File: src/rtl/purchase_pkg.sv
// Shared types and constants for the purchase arbiter and its helpers.
// Pure declarations: no logic, no latency, no flow control.
package purchase_pkg;

  localparam int CREDIT_W = 8;

  typedef enum logic [1:0] {
    PROD_APPLE  = 2'd0,
    PROD_BANANA = 2'd1,
    PROD_CARROT = 2'd2,
    PROD_DATE   = 2'd3
  } prod_e;

  typedef enum logic [1:0] {
    ST_IDLE  = 2'd0,
    ST_ISSUE = 2'd1,
    ST_WAIT  = 2'd2,
    ST_DONE  = 2'd3
  } state_e;

  // Indexed by product code.
  localparam logic [CREDIT_W-1:0] PRICE [4] = '{8'd75, 8'd20, 8'd30, 8'd40};

endpackage

File: src/rtl/rr_picker.sv
// Round-robin pick: first set request at or after ptr_i (mod N), as one-hot and index.
// Purely combinational, zero latency; no flow control (vld_o low when nothing requests).
module rr_picker #(
  parameter int N  = 4,
  parameter int IW = $clog2(N)
) (
  input  logic [N-1:0]  req_i,
  input  logic [IW-1:0] ptr_i,
  output logic [N-1:0]  grant_o,
  output logic [IW-1:0] idx_o,
  output logic          vld_o
);

  // Walk from the farthest offset down so the nearest requester is written last and wins.
  always_comb begin
    grant_o = '0;
    idx_o   = '0;
    vld_o   = 1'b0;
    for (int k = N - 1; k >= 0; k--) begin
      if (req_i[(int'(ptr_i) + k) % N]) begin
        grant_o                             = '0;
        grant_o[(int'(ptr_i) + k) % N]      = 1'b1;
        idx_o                               = IW'((int'(ptr_i) + k) % N);
        vld_o                               = 1'b1;
      end
    end
  end

endmodule

File: src/rtl/purchase_arbiter.sv
// Shares one purchaseManager among N kiosks round-robin, with a credit wallet per kiosk.
// One purchase per RESP_LAT+3 cycles; kiosks hold req until ack, deposits are always accepted.
module purchase_arbiter
  import purchase_pkg::*;
#(
  parameter int N        = 4,
  parameter int RESP_LAT = 1
) (
  input  logic                  clk,
  input  logic                  reset,
  input  logic [N-1:0]          req,
  input  logic [2*N-1:0]        req_product,
  input  logic                  dep_valid,
  input  logic [$clog2(N)-1:0]  dep_id,
  input  logic [CREDIT_W-1:0]   dep_amount,
  output logic [N-1:0]          ack,
  output logic                  ack_ok,
  output logic                  ack_err,
  output logic                  busy,
  output logic                  pm_buy,
  output logic [1:0]            pm_product,
  output logic [CREDIT_W-1:0]   pm_credit,
  input  logic                  pm_apple,
  input  logic                  pm_banana,
  input  logic                  pm_carrot,
  input  logic                  pm_date,
  input  logic                  pm_error
);

  localparam int IW = $clog2(N);

  state_e                state_q, state_d;
  logic [2:0]            wait_cnt_q;
  logic [IW-1:0]         gid_q, rr_ptr_q;
  logic [N-1:0]          gnt_q;
  logic [N-1:0]          ack_q;
  logic                  ack_ok_q, ack_err_q, busy_q, pm_buy_q;
  logic [1:0]            pm_product_q;
  logic [CREDIT_W-1:0]   pm_credit_q;
  logic [CREDIT_W-1:0]   wallet_q [N];
  logic [CREDIT_W-1:0]   wallet_d [N];

  logic [N-1:0]          pick_grant;
  logic [IW-1:0]         pick_idx;
  logic                  pick_vld;
  logic                  wait_last;
  logic                  resp_ok;
  logic                  deduct;
  logic [3:0]            fruit;
  logic [9:0]            sum;

  rr_picker #(.N(N), .IW(IW)) u_rr_picker (
    .req_i   (req),
    .ptr_i   (rr_ptr_q),
    .grant_o (pick_grant),
    .idx_o   (pick_idx),
    .vld_o   (pick_vld)
  );

  assign wait_last = (wait_cnt_q == 3'(RESP_LAT - 1));
  assign fruit     = {pm_date, pm_carrot, pm_banana, pm_apple};
  assign resp_ok   = !pm_error && (fruit == (4'b0001 << pm_product_q));
  assign deduct    = (state_q == ST_DONE) && ack_ok_q;

  always_comb begin
    state_d = state_q;
    case (state_q)
      ST_IDLE:  if (pick_vld) state_d = ST_ISSUE;
      ST_ISSUE: state_d = ST_WAIT;
      ST_WAIT:  if (wait_last) state_d = ST_DONE;
      ST_DONE:  state_d = ST_IDLE;
      default:  state_d = ST_IDLE;
    endcase
  end

  // 10-bit signed-style intermediate: bit 9 flags underflow, bit 8 flags overflow.
  always_comb begin
    sum = '0;
    for (int i = 0; i < N; i++) begin
      sum = {2'b00, wallet_q[i]};
      if (dep_valid && (int'(dep_id) == i)) sum = sum + {2'b00, dep_amount};
      if (deduct && (int'(gid_q) == i))     sum = sum - {2'b00, PRICE[pm_product_q]};
      if (sum[9])      wallet_d[i] = '0;
      else if (sum[8]) wallet_d[i] = '1;
      else             wallet_d[i] = sum[7:0];
    end
  end

  always_ff @(posedge clk) begin
    if (reset) begin
      state_q      <= ST_IDLE;
      wait_cnt_q   <= '0;
      gid_q        <= '0;
      gnt_q        <= '0;
      rr_ptr_q     <= '0;
      ack_q        <= '0;
      ack_ok_q     <= 1'b0;
      ack_err_q    <= 1'b0;
      busy_q       <= 1'b0;
      pm_buy_q     <= 1'b0;
      pm_product_q <= '0;
      pm_credit_q  <= '0;
      for (int i = 0; i < N; i++) wallet_q[i] <= '0;
    end else begin
      state_q    <= state_d;
      busy_q     <= (state_d != ST_IDLE);
      pm_buy_q   <= (state_d == ST_ISSUE);
      wait_cnt_q <= (state_q == ST_WAIT) ? wait_cnt_q + 3'd1 : 3'd0;
      ack_q      <= '0;
      ack_ok_q   <= 1'b0;
      ack_err_q  <= 1'b0;

      // Credit is snapshotted here so later deposits do not affect this purchase.
      if (state_q == ST_IDLE && pick_vld) begin
        gid_q        <= pick_idx;
        gnt_q        <= pick_grant;
        pm_product_q <= req_product[{pick_idx, 1'b0} +: 2];
        pm_credit_q  <= wallet_q[pick_idx];
      end

      if (state_q == ST_WAIT && wait_last) begin
        ack_q     <= gnt_q;
        ack_ok_q  <= resp_ok;
        ack_err_q <= !resp_ok;
      end

      if (state_q == ST_DONE)
        rr_ptr_q <= (gid_q == IW'(N - 1)) ? '0 : gid_q + 1'b1;

      for (int i = 0; i < N; i++) wallet_q[i] <= wallet_d[i];
    end
  end

  assign ack        = ack_q;
  assign ack_ok     = ack_ok_q;
  assign ack_err    = ack_err_q;
  assign busy       = busy_q;
  assign pm_buy     = pm_buy_q;
  assign pm_product = pm_product_q;
  assign pm_credit  = pm_credit_q;

endmodule

File: config.mk
export PLATFORM = sky130hd
export DESIGN_NAME = purchase_arbiter
export DESIGN_NICKNAME = d
export VERILOG_FILES = /design/src/rtl/purchase_pkg.sv /design/src/rtl/rr_picker.sv /design/src/rtl/purchase_arbiter.sv
export SDC_FILE = /design/constraint.sdc
export NUM_CORES = 1
export LEC_CHECK = 0
export ABC_CLOCK_PERIOD_IN_PS = 5890
export BUFFER_PORTS_ARGS = -buffer_cell sky130_fd_sc_hd__buf_2
export CAP_MARGIN = 20
export CORE_ASPECT_RATIO = 1.4
export CORE_MARGIN = 4
export CORE_UTILIZATION = 35
export DETAILED_ROUTE_END_ITERATION = 8
export PLACE_DENSITY = 0.5
export SLEW_MARGIN = 5
export SYNTH_ARGS = -nofsm -noshare
export SYNTH_HDL_FRONTEND = slang
export SYNTH_SLANG_ARGS = --single-unit
export TNS_END_PERCENT = 100
File: constraint.sdc
create_clock -name clk -period 5.89 [get_ports clk]
set_input_delay 0 -clock clk [delete_from_list [all_inputs] [get_ports clk]]
set_output_delay 0 -clock clk [all_outputs]
set_load 0.02 [all_outputs]
# ---- Word level (Yosys, flattened, before mapping)
# Memories as Yosys holds them, arrays and structs flattened. A register that Yosys moved wholly into a read port is not among the register bits.
# Index checks and enable logic that the tools add are counted.
dict set report classes {
  n_addsub 13
  order_cmp 9
  eq_ne 12
  shift 2
  mux 61
  n_bitwise 10
  n_reduce_logical 28
}
# operator n
set op_table {}
lappend op_table {{$mux 8} 14}
lappend op_table {{$mux 10} 4}
lappend op_table {{$sub 10x8->10} 4}
lappend op_table {{$add 8x8->9} 4}
lappend op_table {{$mux 9} 4}
lappend op_table {{$mux 1} 18}
lappend op_table {{$bmux 8 s2} 1}
lappend op_table {{$logic_and 1x1->1} 16}
lappend op_table {{$mux 4} 4}
lappend op_table {{$eq 2x2->1 const B} 7}
lappend op_table {{$mux 2} 7}
lappend op_table {{$lt 3x4->1 const B} 3}
lappend op_table {{$reduce_or 2->1} 5}
lappend op_table {{$ge 3x1->1 const B} 3}
lappend op_table {{$bmux 1 s2} 4}
lappend op_table {{$demux 1 s2} 4}
lappend op_table {{$eq 2x1->1 const B} 4}
lappend op_table {{$pmux 2 s4} 1}
lappend op_table {{$shiftx 8x4->2} 1}
lappend op_table {{$logic_not 2->1} 3}
lappend op_table {{$add 2x1->2 const B} 2}
lappend op_table {{$add 2x2->2 const B} 2}
lappend op_table {{$eq 4x4->1} 1}
lappend op_table {{$or 1x1->1} 4}
lappend op_table {{11 further kinds} 15}
dict set report totals {
  reg_bits 23
  ramBits 32
  inputBits 30
  output_inout_bits 18
  elab_cells 147
  n_memories 1
}
# name words word_bits rd rd_clocked_by_memory_dff wr line_no
set mem_list {}
lappend mem_list {wallet_q 4 8 5 1 4 purchase_arbiter.sv:40} ;# logic [CREDIT_W-1:0] wallet_q [N];

# ---- Longest topological paths before layout
dict set report depth {
  depth_word 13
  depth_mapped 15
  depth_no_buf 15
}

# ---- Modules after synthesis
# From an unflattened synthesis, not the netlist that was laid out.
dict set report unflattened {
  hier_cells 793
  area_unflattened_um2 6503.7
}
# mod instances cells_each area_each_um2 seq_area_each_um2
set by_module_without_submodules {}
lappend by_module_without_submodules {purchase_arbiter 1 708 5820.6 1261.2}
lappend by_module_without_submodules {rr_picker 1 85 683.2 0.0}

# ---- Least setup slack after synthesis
# OpenSTA, ideal clock, no wires.
dict set report synth_timing {
  path_type {reg2reg}
  startpoint {mem wallet_q[0][0]}
  endpoint {mem wallet_q[0][3]}
  setup_ns 0.140
  arrival_time_ns 3.353
  t_required_ns 5.750
  slack_ns 2.397
  path_stages_with_launch 15
  n_path_buf 0
  synth_period_minus_slack_ns 3.493
  path_cell_list {dfxtp_1 ha_1 fa_1 a211oi_1 o21bai_1 a21oi_1 xnor2_1 mux2_2 ha_1 or4_1 o21ai_0 nor2_1 a22o_1 nor2_1 a31oi_1}
}
# item line_no
set synth_lines {}
lappend synth_lines {{start, declared} purchase_arbiter.sv:40}

==> impl_metrics.toml <==
[outcome]
status = "finished, final reports clean"

[placed_design]
placed_cell_area_sq_um = 6420
dp_hpwl_um = 13800
io_buffers = 47
finalWeightedCongestion = 0.877

[clocking]
clock-sinks = 63
clockBufferDepth = 2
h-tree-depth = 3
cts_hold_buf = 0
post_cts_buffers = 0
path_clk_slew_ns = 0.06
cts-root-buf = "clkbuf_16"
cts_tree = "built"
clk_latency_ns = 0.35
numCtsBuffers = 9
post_cts_resized = 0

[die]
die_w_um = 119
io_pins = 48
start_util = 0.357
die_h_um = 163
rows = 56
die_area_sq_um = 19300
core_sq_um = 16700

[grt]
antenna_found_initial = 0
grt_max_degree = 29
grt_use_total = 0.177
grt-ovfl-total = 0
grt_pass1_wl_um = 26800
grt_pass1_vias = 5272

[setup_path]
worst-path-max-fanout = 8
critPathArrivalTime_ns = 4.11
critPathCaptureType = "flip-flop"
critPathRequiredTime_ns = 6.09
crit_type = "flip-flop to flip-flop"
start_kind = "flip-flop"

[layout]
mostFrequentLayoutCells = "ha_1, a21oi_1, dfxtp_1, nand2_1, nor2_1"
fin_util = 0.403
final_cell_area_sq_um = 6750
multiInputGateArea_sq_um = 4540
fin_nets = 861
layout-drive-gt1-share = 0.143
layout_commonest_cell = "ha_1"
area_delta_synth_final_pct = 12.7
ff_latch_area_sq_um = 1260
fillers = 1728

[logic_synthesis]
synth_area_sq_um = 5990
synth_area_per_cell_sq_um = 8.55
yosysSeqAreaShare = 0.211
synth_top_flop_cell = "dfxtp_1"
synth_nets = 819
yosys_warnings = 0
syn-instance-count = 700
async_flop_share = 0
synth_seq_cells = 63
synth_area_leaders = "dfxtp_1, ha_1, a21oi_1"
synth_edf_count = 0
yosys.area.top_type = "dfxtp_1"
synthDistinctLibCells = 64
yosysTopAreaCellShare = 0.211

[sta]
slew_violations = 0
tns_ns = 0
finalHoldViolCount = 0
fin_worst_skew_ns = 0.0102
max_freq_mhz = 256
setup_viol = 0
finalCriticalPeriod_ns = 3.91
min_period_over_period = 0.664
worstMarginPinSlew_ns = 0.930
relSlewSlack = 0.378
rsz0062_at_grt = "no"

[pwr]
leakage_nw = 3.07
power.density_nw_per_um2 = 322
p_total_mw = 2.17
vdd_ir_drop_max_uv = 134

[min_path]
hold_path.class = "primary input to flip-flop"

[detailed_routing]
initialDrtViolationCount = 270
drt_wl_total_um = 17300
dr.pass1.iters = 5
viasPerCell = 5.61
ant_nets = 0
wire_per_inst_um = 18.2
vias = 5337
drc = 0

[run]
max_cap_viol_count = 0
[per-layer routing]
metal  vias to the layer above  global-route usage  part of all wire
li1                       2673                   -                 -
met1                      2547               0.198              0.41
met2                        96               0.334              0.52
met3                        21              0.0313             0.035
met4                         0              0.0643             0.026
met5                         -                   0                 0
[report_power, final]
part	internal, mW	switching [mW]	total (mW)	leakage (nW)
Clock	0.375	0.215	0.591	0.161
Combinational	0.437	0.621	1.06	2.39
Sequential	0.478	0.0444	0.522	0.513
[state kept, by name (all words and copies together) (netlist names)]
name / cells
ack_ok: 1
ack_err: 1
busy: 1
wallet_q: 32
rr_ptr_q: 2
pm_buy: 1
gnt_q: 4
wait_cnt_q: 3
pm_credit: 8
gid_q: 2
state_q: 2
pm_product: 2
ack: 4
[metrics by stage]
stage | cells | setup slack, ns | hold slack [ns]
finish | 951 | 1.98 | 0.00572
global route | 950 | 1.65 | 0.0174
CTS | 950 | 1.98 | 0.00133
detailed placement | 934 | 1.98 | 0.360
global placement | 934 | 2.00 | 0.358
floorplan | 700 | 2.40 | 0.207
[cell usage after synthesis (all sizes together) (9+ instances only)]
cell,number
a211oi,16
a21o,20
a21oi,76
a22o,13
a31oi,9
clkbuf,13
dfxtp,63
ha,81
inv,27
mux2,14
mux2i,23
mux4,10
nand2,56
nand2b,17
nand3,10
nor2,50
nor2b,14
nor3,11
o21a,9
o21ai,43
xnor2,25
xor2,13
[critical path, cell delays in order (launching register included)]
cell and delay, ns:
dfxtp_1 0.33, ha_1 0.21, fa_1 0.43, a211oi_1 0.30, o21bai_1 0.12, a21oi_1 0.18
xnor2_1 0.08, mux2_2 0.28, ha_1 0.22, or4_1 0.50, o21ai_0 0.30, nor2_1 0.07
a22o_1 0.18, nor2_1 0.45, a31oi_1 0.14
[layout make-up]
| type | count | share of cell area |
|---|---|---|
| Sequential cell | 63 | 0.187 |
| Timing Repair Buffer | 50 | 0.0382 |
| Antenna cell | 1 | 0.000371 |
| Multi-Input combinational cell | 591 | 0.674 |
| Clock inverter | 7 | 0.0148 |
| Tap cell | 203 | 0.0376 |
| Inverter | 27 | 0.0150 |
| Clock buffer | 9 | 0.0334 |
[final timing paths]
path,endpoint,startpoint,slack [ns],depth (start not counted)
setup / recovery,wallet_q[0][3],wallet_q[0][0],1.98,14
hold / removal,ack_ok,pm_error,0.006,4
setup reg to reg,wallet_q[0][3],wallet_q[0][0],1.98,14
hold reg to reg,wait_cnt_q[0],wait_cnt_q[0],0.45,1
[logic make-up (layout without fill, tap and decap cells)]
| family | after synthesis | after routing | share of synthesized area |
|---|---|---|---|
| AO/OA/AOI/OAI | 226 | 226 | 0.245 |
| AND/OR/NAND/NOR | 191 | 191 | 0.156 |
| adder cells (fa/ha/maj) | 89 | 89 | 0.196 |
| flip-flops | 63 | 63 | 0.211 |
| multiplexers | 47 | 47 | 0.104 |
| buffers and inverters | 46 | 93 | 0.0330 |
| XOR/XNOR | 38 | 38 | 0.0556 |
| other | 0 | 1 | 0 |
Note: power is estimated with default switching activity, not from simulation.
